--- config.mk ---
export PLATFORM = sky130hd
export DESIGN_NAME = mips_hazard_unit
export DESIGN_NICKNAME = d
export VERILOG_FILES = /design/src/rtl/mips_pipe_pkg.sv /design/src/rtl/pipe_operand_match.sv /design/src/rtl/mips_hazard_unit.sv
export SDC_FILE = /design/constraint.sdc
export NUM_CORES = 1
export LEC_CHECK = 0
export CAP_MARGIN = 0
export CORE_MARGIN = 8
export CORE_UTILIZATION = 49
export DETAILED_ROUTE_END_ITERATION = 6
export GPL_ROUTABILITY_DRIVEN = 0
export PLACE_DENSITY = 0.78
export SLEW_MARGIN = 20
export SYNTH_ARGS = -nofsm -noshare
export SYNTH_HDL_FRONTEND = slang
export SYNTH_HIERARCHICAL = 1
export SYNTH_SLANG_ARGS = --single-unit
--- constraint.sdc ---
create_clock -name clk -period 4.13 [get_ports clk]
set_clock_uncertainty 0.2 [all_clocks]
set_input_delay 1.0325 -clock clk [delete_from_list [all_inputs] [get_ports clk]]
set_output_delay 1.0325 -clock clk [all_outputs]
set_load 0.05 [all_outputs]
--- src/rtl/mips_pipe_pkg.sv ---
// Shared types for the MIPS pipeline control blocks: the scoreboard entry layout
// and the forwarding-select encoding.
package mips_pipe_pkg;

  localparam int REG_ADDR_W  = 5;
  localparam int FWD_REGFILE = 0;

  typedef struct packed {
    logic                  valid;
    logic [REG_ADDR_W-1:0] dest;
    logic                  is_load;
  } sb_entry_t;

endpackage

--- src/rtl/pipe_operand_match.sv ---
// Finds the youngest (lowest-index) scoreboard stage writing one source register.
// Register $0 never matches.
module pipe_operand_match #(
  parameter  int DEPTH      = 3,
  parameter  int REG_ADDR_W = 5,
  localparam int IDX_W      = $clog2(DEPTH)
) (
  input  logic [REG_ADDR_W-1:0]       src_i,
  input  logic                        used_i,
  input  logic [DEPTH-1:0]            valid_i,
  input  logic [DEPTH*REG_ADDR_W-1:0] dest_i,
  output logic                        hit_o,
  output logic [IDX_W-1:0]            idx_o
);

  // Scan oldest to youngest so the last hit written is the youngest.
  always_comb begin
    hit_o = 1'b0;
    idx_o = '0;
    for (int unsigned i = DEPTH; i > 0; i--) begin
      if (used_i && (src_i != '0) && valid_i[i-1] &&
          (dest_i[(i-1)*REG_ADDR_W +: REG_ADDR_W] == src_i)) begin
        hit_o = 1'b1;
        idx_o = IDX_W'(i-1);
      end
    end
  end

endmodule

--- src/rtl/mips_hazard_unit.sv ---
// Hazard detection and EX forwarding control beside the ID stage.
// Define HAZARD_FORWARD_EN for forwarding; otherwise a pure interlock.
module mips_hazard_unit
  import mips_pipe_pkg::*;
#(
  parameter  int REG_ADDR_W   = 5,
  parameter  int DEPTH        = 3,
  parameter  int BRANCH_STAGE = 1,
  parameter  int CNT_W        = 32,
  localparam int FWD_W        = $clog2(DEPTH+1)
) (
  input  logic                  clk,
  input  logic                  rst,
  input  logic                  id_valid,
  input  logic [REG_ADDR_W-1:0] id_rs,
  input  logic [REG_ADDR_W-1:0] id_rt,
  input  logic                  id_uses_rs,
  input  logic                  id_uses_rt,
  input  logic                  id_reg_write,
  input  logic [REG_ADDR_W-1:0] id_dest,
  input  logic                  id_mem_read,
  input  logic                  flush,
  output logic                  pc_hold,
  output logic                  if_id_hold,
  output logic                  id_ex_bubble,
  output logic                  if_id_flush,
  output logic [FWD_W-1:0]      ex_fwd_a,
  output logic [FWD_W-1:0]      ex_fwd_b,
  output logic [CNT_W-1:0]      stall_cycles,
  output logic [DEPTH-1:0]      sb_valid
);

  localparam int          IDX_W = $clog2(DEPTH);
  localparam int unsigned BS_U  = BRANCH_STAGE;

  sb_entry_t sb_q [DEPTH];
  sb_entry_t sb_d [DEPTH];

  logic [DEPTH-1:0]            vld;
  logic [DEPTH-1:0]            loads;
  logic [DEPTH*REG_ADDR_W-1:0] dests;
  logic                        hit_a, hit_b;
  logic [IDX_W-1:0]            idx_a, idx_b;
  logic                        wait_a, wait_b, stall;
  logic [CNT_W-1:0]            stall_cycles_q, stall_cycles_d;

  always_comb begin
    vld   = '0;
    loads = '0;
    dests = '0;
    for (int unsigned i = 0; i < DEPTH; i++) begin
      vld[i]                             = sb_q[i].valid;
      loads[i]                           = sb_q[i].is_load;
      dests[i*REG_ADDR_W +: REG_ADDR_W]  = sb_q[i].dest;
    end
  end

  pipe_operand_match #(.DEPTH(DEPTH), .REG_ADDR_W(REG_ADDR_W)) u_match_rs (
    .src_i(id_rs), .used_i(id_uses_rs), .valid_i(vld), .dest_i(dests),
    .hit_o(hit_a), .idx_o(idx_a)
  );

  pipe_operand_match #(.DEPTH(DEPTH), .REG_ADDR_W(REG_ADDR_W)) u_match_rt (
    .src_i(id_rt), .used_i(id_uses_rt), .valid_i(vld), .dest_i(dests),
    .hit_o(hit_b), .idx_o(idx_b)
  );

`ifdef HAZARD_FORWARD_EN
  // Load still in EX has no data yet; the retiring stage cannot be read (no write-through).
  assign wait_a = hit_a & (((idx_a == '0) & loads[0]) | (idx_a == IDX_W'(DEPTH-1)));
  assign wait_b = hit_b & (((idx_b == '0) & loads[0]) | (idx_b == IDX_W'(DEPTH-1)));
`else
  assign wait_a = hit_a;
  assign wait_b = hit_b;
`endif

  assign stall        = id_valid & (wait_a | wait_b) & ~flush;
  assign pc_hold      = stall;
  assign if_id_hold   = stall;
  assign id_ex_bubble = stall | flush;
  assign if_id_flush  = flush;
  assign stall_cycles = stall_cycles_q;
  assign sb_valid     = vld;

  always_comb begin
    if (stall || flush) begin
      sb_d[0] = '0;
    end else begin
      sb_d[0].valid   = id_valid & id_reg_write & (id_dest != '0);
      sb_d[0].dest    = id_dest;
      sb_d[0].is_load = id_mem_read;
    end
    for (int unsigned i = 1; i < DEPTH; i++) begin
      sb_d[i] = (flush && (i <= BS_U)) ? '0 : sb_q[i-1];
    end
  end

  always_comb begin
    stall_cycles_d = stall_cycles_q;
    if (stall && (stall_cycles_q != '1)) stall_cycles_d = stall_cycles_q + CNT_W'(1);
  end

  always_ff @(posedge clk or posedge rst) begin
    if (rst) begin
      for (int unsigned i = 0; i < DEPTH; i++) sb_q[i] <= '0;
      stall_cycles_q <= '0;
    end else begin
      for (int unsigned i = 0; i < DEPTH; i++) sb_q[i] <= sb_d[i];
      stall_cycles_q <= stall_cycles_d;
    end
  end

`ifdef HAZARD_FORWARD_EN
  logic [FWD_W-1:0] fwd_a_q, fwd_a_d, fwd_b_q, fwd_b_d;

  // Select k means the output register of stage k-1.
  always_comb begin
    fwd_a_d = FWD_W'(FWD_REGFILE);
    fwd_b_d = FWD_W'(FWD_REGFILE);
    if (id_valid && !stall && !flush) begin
      if (hit_a) fwd_a_d = FWD_W'(idx_a) + FWD_W'(1);
      if (hit_b) fwd_b_d = FWD_W'(idx_b) + FWD_W'(1);
    end
  end

  always_ff @(posedge clk or posedge rst) begin
    if (rst) begin
      fwd_a_q <= '0;
      fwd_b_q <= '0;
    end else begin
      fwd_a_q <= fwd_a_d;
      fwd_b_q <= fwd_b_d;
    end
  end

  assign ex_fwd_a = fwd_a_q;
  assign ex_fwd_b = fwd_b_q;
`else
  logic unused_fwd;
  assign unused_fwd = ^{idx_a, idx_b, loads};
  assign ex_fwd_a   = FWD_W'(FWD_REGFILE);
  assign ex_fwd_b   = FWD_W'(FWD_REGFILE);
`endif

endmodule

==> run_results.csv, run 1 <==
group,metric,value,unit
sta,fin_crit_sh,0.980,
finish,regArea,1250,sq um
power_and_ir_drop,p_int,0.728,mW
grt,grt_pass1_vias,2097,
setup_path,cp.arrival,2.82,ns
clocking,clock_sinks,50,
route,drt-pass1-iter-count,4,
finish,drive_gt1_frac,0.145,
finish,utilization,0.681,
clocking,hold_buffers,0,
power_and_ir_drop,vdd_ir_drop_max,0.251,mV
grt,met3_usage,0.0441,
clocking,root_buffer,"clkbuf_8",
logic_synthesis,syn_inst,233,
clocking,clock_path_buffers,2,
route,vias,2025,
die,start_util,0.509,
setup_path,cp.depth,10,
setup_path,cp-end-kind,"output pin",
placed_design,port_buffers,60,
die,die_y,89.1,um
status,status,"complete, no violations",
power_and_ir_drop,switching_share,0.246,
finish,area_growth,33.8,%
route,viasPerCell,5.33,
grt,gr-max-usage-layer,"met2",
sta,max_freq,0.247,GHz
setup_path,r2r_slack,1.00,ns
grt,antenna_found_initial,0,
route,finalWirelength,6160,um
min_path,hold_depth,0,
setup_path,worstReg2RegEnd,"stall_cycles[31]",
grt,grt_usage,0.164,
power_and_ir_drop,seq_power_share,0.527,
power_and_ir_drop,power_leakage,1.55,nW
min_path,min_to,"dests[13]",
clocking,clock_latency,0.30,ns
die,ios,66,
setup_path,crit_type,"primary input to output pin",
sta,setup_viol,0,
placed_design,dp_cells,371,
setup_path,slowest_delay,0.32,ns
finish,multi_input_area,1300,sq um
setup_path,r2r_cells,11,
min_path,min_from,"dests[8]",
sta,fin_setup_tns,0,ns
power_and_ir_drop,switchingPower,0.238,mW
sta,finalHoldViolations,0,
sta,period_needed,4.05,ns
finish,antennaDiodeCount,0,
setup_path,critPathTopFamily,"simple AND/OR/NAND/NOR gates",
setup_path,required,2.90,ns
clocking,cts_max_level,2,
setup_path,crit_fanout,3,
die,coreArea,5140,sq um
min_path,min_path_type,"flip-flop to flip-flop",
route,wl_per_cell,16.2,um
logic_synthesis,yosysWarnings,6,
setup_path,worstPathCellList,"dlygate4sd2_1 > buf_4 > xor2_1 > nor4_1 > nand4_1 > nand3_2 > o21ai_2 > or2_4 > clkinvlp_4 > buf_8",
placed_design,dp_hpwl,4710,um
setup_path,worstReg2RegStart,"dests[0]",
sta,relSlewSlack,0.445,
grt,use_met1,0.202,
grt,grt_max_degree,51,
power_and_ir_drop,p_per_area,276,nW/um^2
finish,fin_cells,380,
finish,n_fill_cell,419,
finish,nets,333,
die,rows,26,
grt,overflow,0,
finish,design_area,3500,sq um
route,drt_iter0_drc,74,
grt,use_met2,0.273,
sta,maxSlewViolCount,0,
route,drcViolationCount,0,
run,maxCapViolations,0,
clocking,cts_tree,"built",
setup_path,path_buf_inv,4,
setup_path,slowest_stage,"nor4_1",
placed_design,place_area,3350,sq um
die,die_w,89.1,um
sta,tightest_slew,0.832,ns
route,ant_nets,0,
die,die_area,7940,sq um
logic_synthesis,syn_avg_cell_area,11.2,sq um
power_and_ir_drop,p_clk_frac,0.363,
grt,grt_pass1_wl,10100,um
clocking,path_clk_slew,0.09,ns
power_and_ir_drop,combPwrFrac,0.110,
logic_synthesis,synth_area,2620,sq um
clocking,cts_buffers,5,
setup_path,start_kind,"primary input",
-- flip-flops by register name, indices dropped and copies added, names as in the netlist --
register / cells
dests: 15
sb_valid: 3
stall_cycles: 32
-- layer usage --
| metal | up-vias | share of wire |
|---|---|---|
| li1 | 974 | - |
| met1 | 997 | 0.43 |
| met2 | 47 | 0.50 |
| met3 | 7 | 0.062 |
| met4 | 0 | 0.013 |
| met5 | - | 0 |
-- metrics by stage --
stage	hold WS (ns)	setup WS [ns]	power, mW
after floorplan	0.194	0.0380	0.576
after global placement	0.216	-0.196	0.624
after detailed placement	0.219	-0.188	0.626
after CTS	0.240	0.0301	0.972
after global routing	0.261	-0.0201	1.01
final	0.239	0.0813	0.965
-- worst max-delay path by stage --
stage               slack (ns)      from            to
floorplan                 0.04  id_rt[1]       pc_hold
global placement         -0.20  id_rt[1]    if_id_hold
detailed placement       -0.19  id_rt[1]  id_ex_bubble
CTS                       0.03  id_rs[3]    if_id_hold
global route             -0.02  id_rt[4]       pc_hold
finish                    0.08  id_rt[1]       pc_hold
-- cells in the final DEF, fill, tap and decap left out, drive strengths merged, types with 5 or more instances in the layout --
cell and n:
nand2 8, and2 5, xor2 33, nand3 15, and3 7, clkdlybuf4s50 46, buf 20, clkbuf 5
dfrtp 50, nor2b 7, dlygate4sd2 5, clkdlybuf4s15 5, nand4 24, nor4 10, xnor2 28, nor2 8
-- area by class of cell --
cell class,instances,area share
multi-input combinational,171,0.372
sequential,50,0.357
timing repair buffer,76,0.205
tap,70,0.0250
clock buffer,5,0.0196
clock inverter,3,0.0136
inverter,5,0.00679
-- power groups by stage --
stage | logic, mW | clock network, mW | registers (mW)
after global routing | 0.115 | 0.381 | 0.510
after CTS | 0.107 | 0.357 | 0.508
after global placement | 0.107 | 0 | 0.517
after floorplan | 0.0521 | 0 | 0.523
final | 0.106 | 0.351 | 0.508
after detailed placement | 0.108 | 0 | 0.518
-- timing repair --
| item | 4_1_cts | 5_1_grt |
|---|---|---|
| resized for setup | 17 | 6 |
| pin swaps | 15 | 8 |
| cloned | 0 | 0 |
| endpoints found under the setup margin | 3 | 3 |
| endpoints found under the hold margin | 0 | 0 |
| buffers inserted | 1 | 0 |
Note: power is estimated with default switching activity, not from simulation.
==> run 2, diff against run 1 <==
Settings changed: CORE_ASPECT_RATIO from default to 0.75.
==> run_results.csv, run 2 (synthesis results as in run 1) <==
group,metric,value,unit
status,status,"complete, no violations",
run,maxCapViolations,0,
clocking,clock_sinks,50,
die,start_util,0.500,
sta,finalHoldViolations,0,
power_and_ir_drop,vdd_ir_drop_max,0.168,mV
die,die_w,100,um
clocking,path_clk_slew,0.09,ns
clocking,root_buffer,"clkbuf_8",
finish,antennaDiodeCount,0,
min_path,min_to,"dests[12]",
grt,use_met2,0.260,
clocking,cts_buffers,5,
route,finalWirelength,6420,um
setup_path,cp-end-kind,"output pin",
setup_path,cp.arrival,2.86,ns
finish,design_area,3490,sq um
placed_design,dp_hpwl,4920,um
finish,area_growth,33.3,%
setup_path,slowest_delay,0.48,ns
finish,nets,333,
placed_design,port_buffers,60,
sta,max_freq,0.244,GHz
min_path,min_path_type,"flip-flop to flip-flop",
die,coreArea,5240,sq um
die,ios,66,
setup_path,worstPathCellList,"dlygate4sd2_1 > or4_1 > o21a_1 > nand4_1 > nand3_2 > o21ai_2 > or2_4 > clkinvlp_4 > buf_8",
setup_path,slowest_stage,"or4_1",
sta,relSlewSlack,0.446,
setup_path,r2r_cells,11,
setup_path,worstReg2RegEnd,"stall_cycles[31]",
route,viasPerCell,5.38,
setup_path,crit_type,"primary input to output pin",
sta,tightest_slew,0.831,ns
sta,maxSlewViolCount,0,
min_path,hold_depth,0,
setup_path,path_buf_inv,3,
setup_path,start_kind,"primary input",
min_path,min_from,"dests[7]",
die,rows,23,
setup_path,worstReg2RegStart,"dests[10]",
sta,fin_setup_tns,0,ns
sta,whs,0.248,ns
sta,period_needed,4.09,ns
finish,regArea,1250,sq um
route,drt-pass1-iter-count,4,
finish,largest_reg_flops,32,
sta,setup_viol,0,
route,drt_iter0_drc,93,
grt,overflow,0,
grt,gr-max-usage-layer,"met2",
setup_path,critPathTopFamily,"simple AND/OR/NAND/NOR gates",
finish,drive_gt1_frac,0.135,
placed_design,place_area,3350,sq um
grt,met3_usage,0.0428,
clocking,cts_max_level,2,
finish,final_common_cell,"dfrtp_1",
power_and_ir_drop,p_per_area,271,nW/um^2
die,die_area,7960,sq um
route,wl_per_cell,16.7,um
setup_path,crit_fanout,3,
clocking,cts_tree,"built",
finish,n_fill_cell,436,
route,drcViolationCount,0,
finish,layout_common_cells,"50 x dfrtp_1, 46 x clkdlybuf4s50_1, 33 x xor2_1",
setup_path,r2r_slack,1.14,ns
power_and_ir_drop,power_leakage,1.54,nW
grt,grt_usage,0.166,
die,die_y,79.3,um
route,vias,2071,
clocking,clock_latency,0.30,ns
grt,use_met1,0.223,
grt,grt_pass1_vias,2072,
setup_path,required,2.90,ns
grt,antenna_found_initial,0,
clocking,clock_path_buffers,2,
grt,grt_max_degree,51,
route,ant_nets,0,
sta,fin_crit_sh,0.990,
finish,multi_input_area,1300,sq um
grt,grt_pass1_wl,10500,um
run 2: worst max-delay path by stage:
stage / startpoint / endpoint / cells after the start / slack [ns]
2_1_floorplan: id_rt[1] / pc_hold / 8 / 0.04
3_5_place_dp: id_rt[1] / if_id_hold / 9 / -0.20
4_1_cts: id_rt[3] / pc_hold / 9 / 0.002
5_1_grt: id_rt[2] / pc_hold / 9 / -0.03
3_3_place_gp: id_rt[1] / pc_hold / 9 / -0.22
6_report: id_rt[2] / pc_hold / 9 / 0.04
run 2: final cells by class:
class	instances	share of cell area
Multi-Input combinational cell	171	0.372
Tap cell	75	0.0269
Sequential cell	50	0.359
Clock inverter	1	0.00861
Inverter	5	0.00681
Timing Repair Buffer	76	0.205
Clock buffer	7	0.0219
run 2: where the power goes:
group	leakage [nW]	switching, mW	internal [mW]
logic	0.805	0.0578	0.0442
registers	0.687	0.0122	0.498
clock network	0.0524	0.153	0.181
total	1.54	0.223	0.723
run 2: timing repair:
action | 4_1_cts | 5_1_grt
resized for setup | 16 | 4
setup buffers | 1 | 1
pin swaps | 9 | 8
setup endpoints to repair | 3 | 3
gates cloned | 0 | 0
hold endpoints to repair | 0 | 0
hold buffers | 0 | 0
run 2: layer usage:
metal | vias to the layer above | part of all wire | wire (um)
li1 | 979 | - | -
met1 | 1047 | 0.46 | 2980
met2 | 40 | 0.48 | 3090
met3 | 5 | 0.048 | 306
met4 | 0 | 0.0070 | 45
met5 | - | 0 | 0
run 2: through the flow:
step | setup slack [ns] | util | power, mW | std cells
finish | 0.0397 | 0.666 | 0.946 | 385
global route | -0.0253 | 0.666 | 0.982 | 385
CTS | 0.00164 | 0.663 | 0.955 | 384
detailed placement | -0.204 | 0.640 | 0.624 | 375
global placement | -0.220 | 0.640 | 0.623 | 375
floorplan | 0.0380 | - | 0.576 | 236
